==> src/rtl/hexdisp_bank.sv <==
// Multi-digit hex seven-segment controller: bus-writable value/blank/ctrl registers,
// parallel active-low segment outputs and a registered time-multiplexed scan output.
module hexdisp_bank #(
  parameter int unsigned DIGITS      = 8,
  parameter int unsigned REFRESH_DIV = 50000
) (
  input  logic                  clk_i,
  input  logic                  rst_i,
  input  logic                  stb_i,
  input  logic                  we_i,
  input  logic [1:0]            adr_i,
  input  logic [31:0]           dat_i,
  output logic [31:0]           dat_o,
  output logic                  ack_o,
  output logic [7*DIGITS-1:0]   segs_o,
  output logic [6:0]            scan_seg_o,
  output logic [DIGITS-1:0]     scan_an_o
);

  localparam int unsigned VW   = 4 * DIGITS;
  localparam int unsigned PtrW = (DIGITS > 1) ? $clog2(DIGITS) : 1;
  localparam int unsigned CntW = (REFRESH_DIV > 1) ? $clog2(REFRESH_DIV) : 1;

  logic [VW-1:0]          value_q, value_d;
  logic [DIGITS-1:0]      blank_q, blank_d;
  logic [1:0]             ctrl_q, ctrl_d;
  logic                   ack_q, ack_d;
  logic [31:0]            dat_q, dat_d;
  logic [7*DIGITS-1:0]    segs_q, segs_c;
  logic [6:0]             scan_seg_q, scan_seg_d;
  logic [DIGITS-1:0]      scan_an_q, scan_an_d;
  logic [CntW-1:0]        cnt_q, cnt_d;
  logic [PtrW-1:0]        ptr_q, ptr_d;

  logic                   access;
  logic [31:0]            rdata;

  function automatic logic [6:0] hex_decode(input logic [3:0] nib);
    logic [6:0] s;
    unique case (nib)
      4'h0: s = 7'h40;
      4'h1: s = 7'h79;
      4'h2: s = 7'h24;
      4'h3: s = 7'h30;
      4'h4: s = 7'h19;
      4'h5: s = 7'h12;
      4'h6: s = 7'h02;
      4'h7: s = 7'h78;
      4'h8: s = 7'h00;
      4'h9: s = 7'h10;
      4'hA: s = 7'h08;
      4'hB: s = 7'h03;
      4'hC: s = 7'h46;
      4'hD: s = 7'h21;
      4'hE: s = 7'h06;
      default: s = 7'h0E;
    endcase
    return s;
  endfunction

  // An access is accepted when strobed and not in its ack cycle: one access per two cycles.
  assign access = stb_i & ~ack_q;

  // Bus read mux and register write decode.
  always_comb begin
    rdata   = '0;
    value_d = value_q;
    blank_d = blank_q;
    ctrl_d  = ctrl_q;
    case (adr_i)
      2'd0:    rdata[VW-1:0]     = value_q;
      2'd1:    rdata[DIGITS-1:0] = blank_q;
      2'd2:    rdata[1:0]        = ctrl_q;
      default: rdata             = '0;
    endcase
    if (access && we_i) begin
      case (adr_i)
        2'd0:    value_d = dat_i[VW-1:0];
        2'd1:    blank_d = dat_i[DIGITS-1:0];
        2'd2:    ctrl_d  = dat_i[1:0];
        default: ;
      endcase
    end
    ack_d = access;
    dat_d = (access && !we_i) ? rdata : '0;
  end

  // Per-digit decode with blanking and leading-zero suppression on raw nibbles.
  always_comb begin
    logic zero_above;
    logic dark;
    logic [3:0] nib;
    segs_c     = '0;
    zero_above = 1'b1;
    for (int k = int'(DIGITS) - 1; k >= 0; k--) begin
      nib        = value_q[4*k +: 4];
      zero_above = zero_above & (nib == 4'h0);
      dark       = ~ctrl_q[1] | blank_q[k] | (ctrl_q[0] & (k > 0) & zero_above);
      segs_c[7*k +: 7] = dark ? 7'h7F : hex_decode(nib);
    end
  end

  // Refresh counter, digit pointer and next scan outputs from the current registers.
  always_comb begin
    logic wrap;
    wrap  = (cnt_q == CntW'(REFRESH_DIV - 1));
    cnt_d = wrap ? '0 : cnt_q + 1'b1;
    ptr_d = ptr_q;
    if (wrap) begin
      ptr_d = (ptr_q == PtrW'(DIGITS - 1)) ? '0 : ptr_q + 1'b1;
    end
    scan_seg_d = 7'h7F;
    scan_an_d  = '1;
    for (int k = 0; k < int'(DIGITS); k++) begin
      if (ptr_q == PtrW'(k)) begin
        scan_seg_d   = segs_c[7*k +: 7];
        scan_an_d[k] = ~ctrl_q[1];
      end
    end
  end

  // State and output registers with synchronous reset.
  always_ff @(posedge clk_i) begin
    if (rst_i) begin
      value_q    <= '0;
      blank_q    <= '0;
      ctrl_q     <= 2'b10;
      ack_q      <= 1'b0;
      dat_q      <= '0;
      segs_q     <= '1;
      scan_seg_q <= 7'h7F;
      scan_an_q  <= '1;
      cnt_q      <= '0;
      ptr_q      <= '0;
    end else begin
      value_q    <= value_d;
      blank_q    <= blank_d;
      ctrl_q     <= ctrl_d;
      ack_q      <= ack_d;
      dat_q      <= dat_d;
      segs_q     <= segs_c;
      scan_seg_q <= scan_seg_d;
      scan_an_q  <= scan_an_d;
      cnt_q      <= cnt_d;
      ptr_q      <= ptr_d;
    end
  end

  assign dat_o      = dat_q;
  assign ack_o      = ack_q;
  assign segs_o     = segs_q;
  assign scan_seg_o = scan_seg_q;
  assign scan_an_o  = scan_an_q;

endmodule

==> config.mk <==
export PLATFORM = sky130hd
export DESIGN_NAME = hexdisp_bank
export DESIGN_NICKNAME = d
export VERILOG_FILES = /design/src/rtl/hexdisp_bank.sv
export SDC_FILE = /design/constraint.sdc
export NUM_CORES = 1
export LEC_CHECK = 0
export CORE_UTILIZATION = 41
export CTS_CLUSTER_DIAMETER = 120
export DETAILED_ROUTE_END_ITERATION = 10
export GPL_TIMING_DRIVEN = 1
export SLEW_MARGIN = 20
export SYNTH_ARGS = -nofsm -noshare
export SYNTH_HDL_FRONTEND = slang
export SYNTH_SLANG_ARGS = --single-unit
export TNS_END_PERCENT = 100
==> constraint.sdc <==
create_clock -name clk_i -period 4.4 [get_ports clk_i]
set_input_delay 0.88 -clock clk_i [delete_from_list [all_inputs] [get_ports clk_i]]
set_output_delay 0.88 -clock clk_i [all_outputs]
set_load 0.005 [all_outputs]
After elaboration in Yosys (flattened, before gate mapping) --
Memory sizes are Yosys's and may differ from the RTL's. A register that Yosys moved wholly into a read port is not among the register bits. Cells that the tools add are included.
Cells by class: add/sub/neg operators 2, equality and inequality tests 10, multiplexer cells 35, bitwise gates (word level) 41, reductions and logical operators 26
Operator list (count):
- 2-to-1 mux 7 bit | 16
- 2-to-1 mux 4 bit | 16
- zero test 4 bit | 7
- OR reduction 2 bit | 10
- adder 16 x 1 -> 16 bit, second input constant | 1
- == test 16 bit, second input constant | 1
- OR 1 bit | 15
- AND 1 bit | 14
- == test 3 bit, second input constant | 4
- NOT 1 bit | 12
- case mux 6 bit (2 select lines) | 1
- == test 3 x 2 -> 1 bit, second input constant | 2
- case mux 2 bit (3 select lines) | 1
- AND reduction 2 bit | 3
- adder 3 x 1 -> 3 bit, second input constant | 1
- == test 3 x 1 -> 1 bit, second input constant | 1
- zero test 3 bit | 1
- 2-to-1 mux 3 bit | 1
- OR reduction 3 bit | 1
- == test 2 x 1 -> 1 bit, second input constant | 1
- == test 2 bit, second input constant | 1
- logical AND 1 bit | 2
- zero test 2 bit | 1
- zero test 1 bit | 1
Word-level totals: register bits 165, bits in read-only memories 896, input port bits 38, output and inout port bits 104, memories 8
Memory list:
- (name not given) | words 16, bits a word 7, rd ports 1, clocked after memory_dff 1, wr ports 0, line 40 | unique case (nib)
- (name not given) | words 16, bits a word 7, rd ports 1, clocked after memory_dff 1, wr ports 0, line 40
- (name not given) | words 16, bits a word 7, rd ports 1, clocked after memory_dff 1, wr ports 0, line 40
- (name not given) | words 16, bits a word 7, rd ports 1, clocked after memory_dff 1, wr ports 0, line 40
- (name not given) | words 16, bits a word 7, rd ports 1, clocked after memory_dff 1, wr ports 0, line 40
- (name not given) | words 16, bits a word 7, rd ports 1, clocked after memory_dff 1, wr ports 0, line 40
- 2 more memories

Logic depth before layout (Yosys ltp) --
word-level depth 17, gate-level depth with buffers 11, gate-level depth less buffers 9

Worst setup path before layout --
OpenSTA, ideal clock, no wires.
path kind input -> register, start in adr_i[1], end reg (tool-made name), arrival 3208 ps, data required time 4266 ps, slack 1057 ps, stages on the path 10, cells stage by stage clkbuf_1 -> nor2_1 -> clkbuf_1 -> clkbuf_1 -> nand3_1 -> a21oi_1 -> inv_1 -> ha_1 -> inv_1 -> mux4_2
RTL lines:
- start, declared | line 11 | input logic [1:0] adr_i,

==> flow_metrics.env <==
export IMPL_status="finished, final reports clean"
export IMPL_clkSinkCount=221
export IMPL_die_w_um=154
export IMPL_post_route_period_util_pct=77.4
export IMPL_antenna_found_initial=1
export IMPL_drcViolationCount=0
export IMPL_cts_root_buf="clkbuf_16"
export IMPL_hold_class="reg -> reg"
export IMPL_avgSynthCellArea_um2=9.58
export IMPL_place_hpwl_mm=19.1
export IMPL_port_buffers=141
export IMPL_cts_tree="built"
export IMPL_yosys_warnings=0
export IMPL_num_antenna_cells=0
export IMPL_p_int_mw=3.62
export IMPL_syn_area_um2=9450
export IMPL_synth_seq_cells=221
export IMPL_peakVddDrop_mv=0.249
export IMPL_synth_distinct_cells=60
export IMPL_setup_ws_ns=0.993
export IMPL_cp_end_kind="register"
export IMPL_hold_buffers=0
export IMPL_core_area_um2=22600
export IMPL_io_pins=142
export IMPL_maxCapViolations=0
export IMPL_powerDensity_nw_per_um2=387
export IMPL_grt_pass1_wl_mm=39.6
export IMPL_slew_headroom_pct=30.3
export IMPL_rsz0062_at_grt="no"
export IMPL_grt_util_met2_pct=36.1
export IMPL_drv_slew=0
export IMPL_pwr_share_clk_pct=46.8
export IMPL_start_kind="input port"
export IMPL_cts_resized=0
export IMPL_synthArstFlopShare_pct=0
export IMPL_wire_per_inst_um=17.7
export IMPL_rows=55
export IMPL_die_h_um=154
export IMPL_critPathRequiredTime_ns=4.79
export IMPL_vias_per_cell=5.26
export IMPL_synth_edf_count=0
export IMPL_tightestPinTransition_ns=1.04
export IMPL_sw_frac_of_total_pct=22.3
export IMPL_cp_arrival_ns=3.79
export IMPL_cts_setup_buffers=0
export IMPL_fin_nets=1217
export IMPL_setup_viol=0
export IMPL_syn_num_nets=1079
export IMPL_grt_pass1_vias=7119
export IMPL_period_minus_slack_ns=3.41
export IMPL_setup_worst_path_class="in -> reg"
export IMPL_grt_max_degree=34
export IMPL_first_pass_iters=5
export IMPL_area_growth_pct=27.3
export IMPL_leakage_nw=4.74
export IMPL_place_ws_ns=0.526
export IMPL_htree_levels=1
export IMPL_top_usage_layer="met2"
export IMPL_initial_core_util_pct=41.7
export IMPL_clock_skew_ns=0.00844
export IMPL_whs_ns=0.445
export IMPL_cp_max_fo=17
export IMPL_grt_ovfl_total=0
export IMPL_hold_viol=0
export IMPL_use_met3_pct=3.75
export IMPL_drive_gt1_share_pct=10.3
export IMPL_routabilityCongestion=0.906
export IMPL_p_sw_mw=1.04
export IMPL_yosysSeqAreaShare_pct=46.8
export IMPL_setup_tns_ns=0
export IMPL_clk_pin_slew_worst_paths_ns=0.06
export IMPL_cts_buffer_depth=3
export IMPL_seqPwrFrac_pct=45.4
export IMPL_wirelength_mm=25.3
export IMPL_n_fill_cell=2033
export IMPL_fp_dieArea_um2=23700
export IMPL_drtIter0Drc=495
export IMPL_met1_usage_pct=27.9
export IMPL_p_comb_share_pct=7.8
export IMPL_dr_total_vias=7506
export IMPL_clock_latency_ns=0.51
export IMPL_grt_usage_pct=21.4
export IMPL_synth_cells=986
export IMPL_cts_buffers=25
export IMPL_drt_antenna_violating_nets=0
export IMPL_synthFlopType="dfxtp_1"
export IMPL_max_freq_mhz=294
==> cell families after synthesis <==
family | count (synthesis) | share of synthesized area, %
buffers and inverters | 114 | 4.90
muxes | 52 | 6.58
adders and majority gates | 55 | 7.28
xor gates and xnor gates | 22 | 2.04
and+or+nand+nor | 330 | 19.0
AOI/OAI and AO/OA | 192 | 13.4
DFF | 221 | 46.8
==> layout make-up <==
type / count / area (µm²) / area share [%]
Clock buffer: 31 / 688 / 5.72
Clock inverter: 14 / 193 / 1.60
Inverter: 65 / 244 / 2.03
Multi-Input combinational cell: 651 / 4580 / 38.0
Sequential cell: 221 / 4420 / 36.8
Tap cell: 285 / 357 / 2.96
Timing Repair Buffer: 160 / 1550 / 12.9
==> synthesized netlist by cell type, types with 28 or more instances <==
library cell,number,share of area [%]
a21oi_1,35,1.9
clkbuf_1,34,1.4
dfxtp_1,221,47
ha_1,55,7.3
inv_1,58,2.3
mux2i_1,43,4.6
nand2_1,35,1.4
nand2b_1,28,1.9
nand3_1,49,2.6
nor2_1,64,2.5
o21ai_0,58,3.1
or2_2,32,2.1
==> layer usage <==
metal / up-vias / part of all wire [%]
li1: 3721 / -
met1: 3530 / 44
met2: 221 / 48
met3: 34 / 5.9
met4: 0 / 2.1
met5: - / 0
==> power by group through the flow <==
stage / combinational [mW] / clock, mW / sequential [mW]
after floorplan: 0.163 / 0 / 2.15
after global placement: 0.360 / 0 / 2.16
after detailed placement: 0.361 / 0 / 2.16
after CTS: 0.362 / 2.22 / 2.11
after global routing: 0.392 / 2.32 / 2.12
final: 0.362 / 2.18 / 2.11
==> critical path, cell delays in order <==
cell and delay [ns]:
clkdlybuf4s50_1 0.43, and3b_1 0.48, nand2_1 0.41, nand2_1 0.12, a21oi_1 0.48, inv_1 0.18
ha_1 0.32, inv_1 0.05, mux4_2 0.44
==> path summary, 6_finish.rpt <==
| path | from | to | slack (ns) | cells after the start |
|---|---|---|---|---|
| setup / recovery | stb_i | register | 0.99 | 9 |
| hold / removal | register | segs_o[20] | 0.44 | 2 |
| setup reg to reg | value_q[30] | scan_seg_o[5] | 1.34 | 5 |
| hold reg to reg | register | segs_o[20] | 0.44 | 2 |
==> through the flow <==
| stage | util (%) | std cells | total power, mW | instance area [µm²] |
|---|---|---|---|---|
| floorplan | - | 986 | 2.31 | 9450 |
| global placement | 49.2 | 1382 | 2.52 | 11100 |
| detailed placement | 49.2 | 1382 | 2.52 | 11100 |
| CTS | 53.1 | 1427 | 4.70 | 12000 |
| finish | 53.1 | 1427 | 4.65 | 12000 |
| global route | 53.1 | 1427 | 4.83 | 12000 |
==> layout by cell type (no fill, tap or decap), types with 6 or more instances in the layout <==
cell type        count
dfxtp_1            221
clkdlybuf4s50_1    140
nor2_1              63
o21ai_0             58
inv_1               58
ha_1                55
nand3_1             49
mux2i_1             43
a21oi_1             35
nand2_1             35
or2_2               32
nand2b_1            28
or3_1               26
and2_1              26
clkbuf_16           25
o22ai_1             20
buf_4               19
nor3_1              16
xnor2_1             15
a21o_1              15
o211ai_1            11
and3_1              10
nand4_1              9
mux4_2               8
xor2_1               7
a22o_1               7
o2111ai_1            6
nand3b_1             6
o311ai_0             6
a221o_1              6
nor2b_1              6
(Power assumes the default switching activity.)
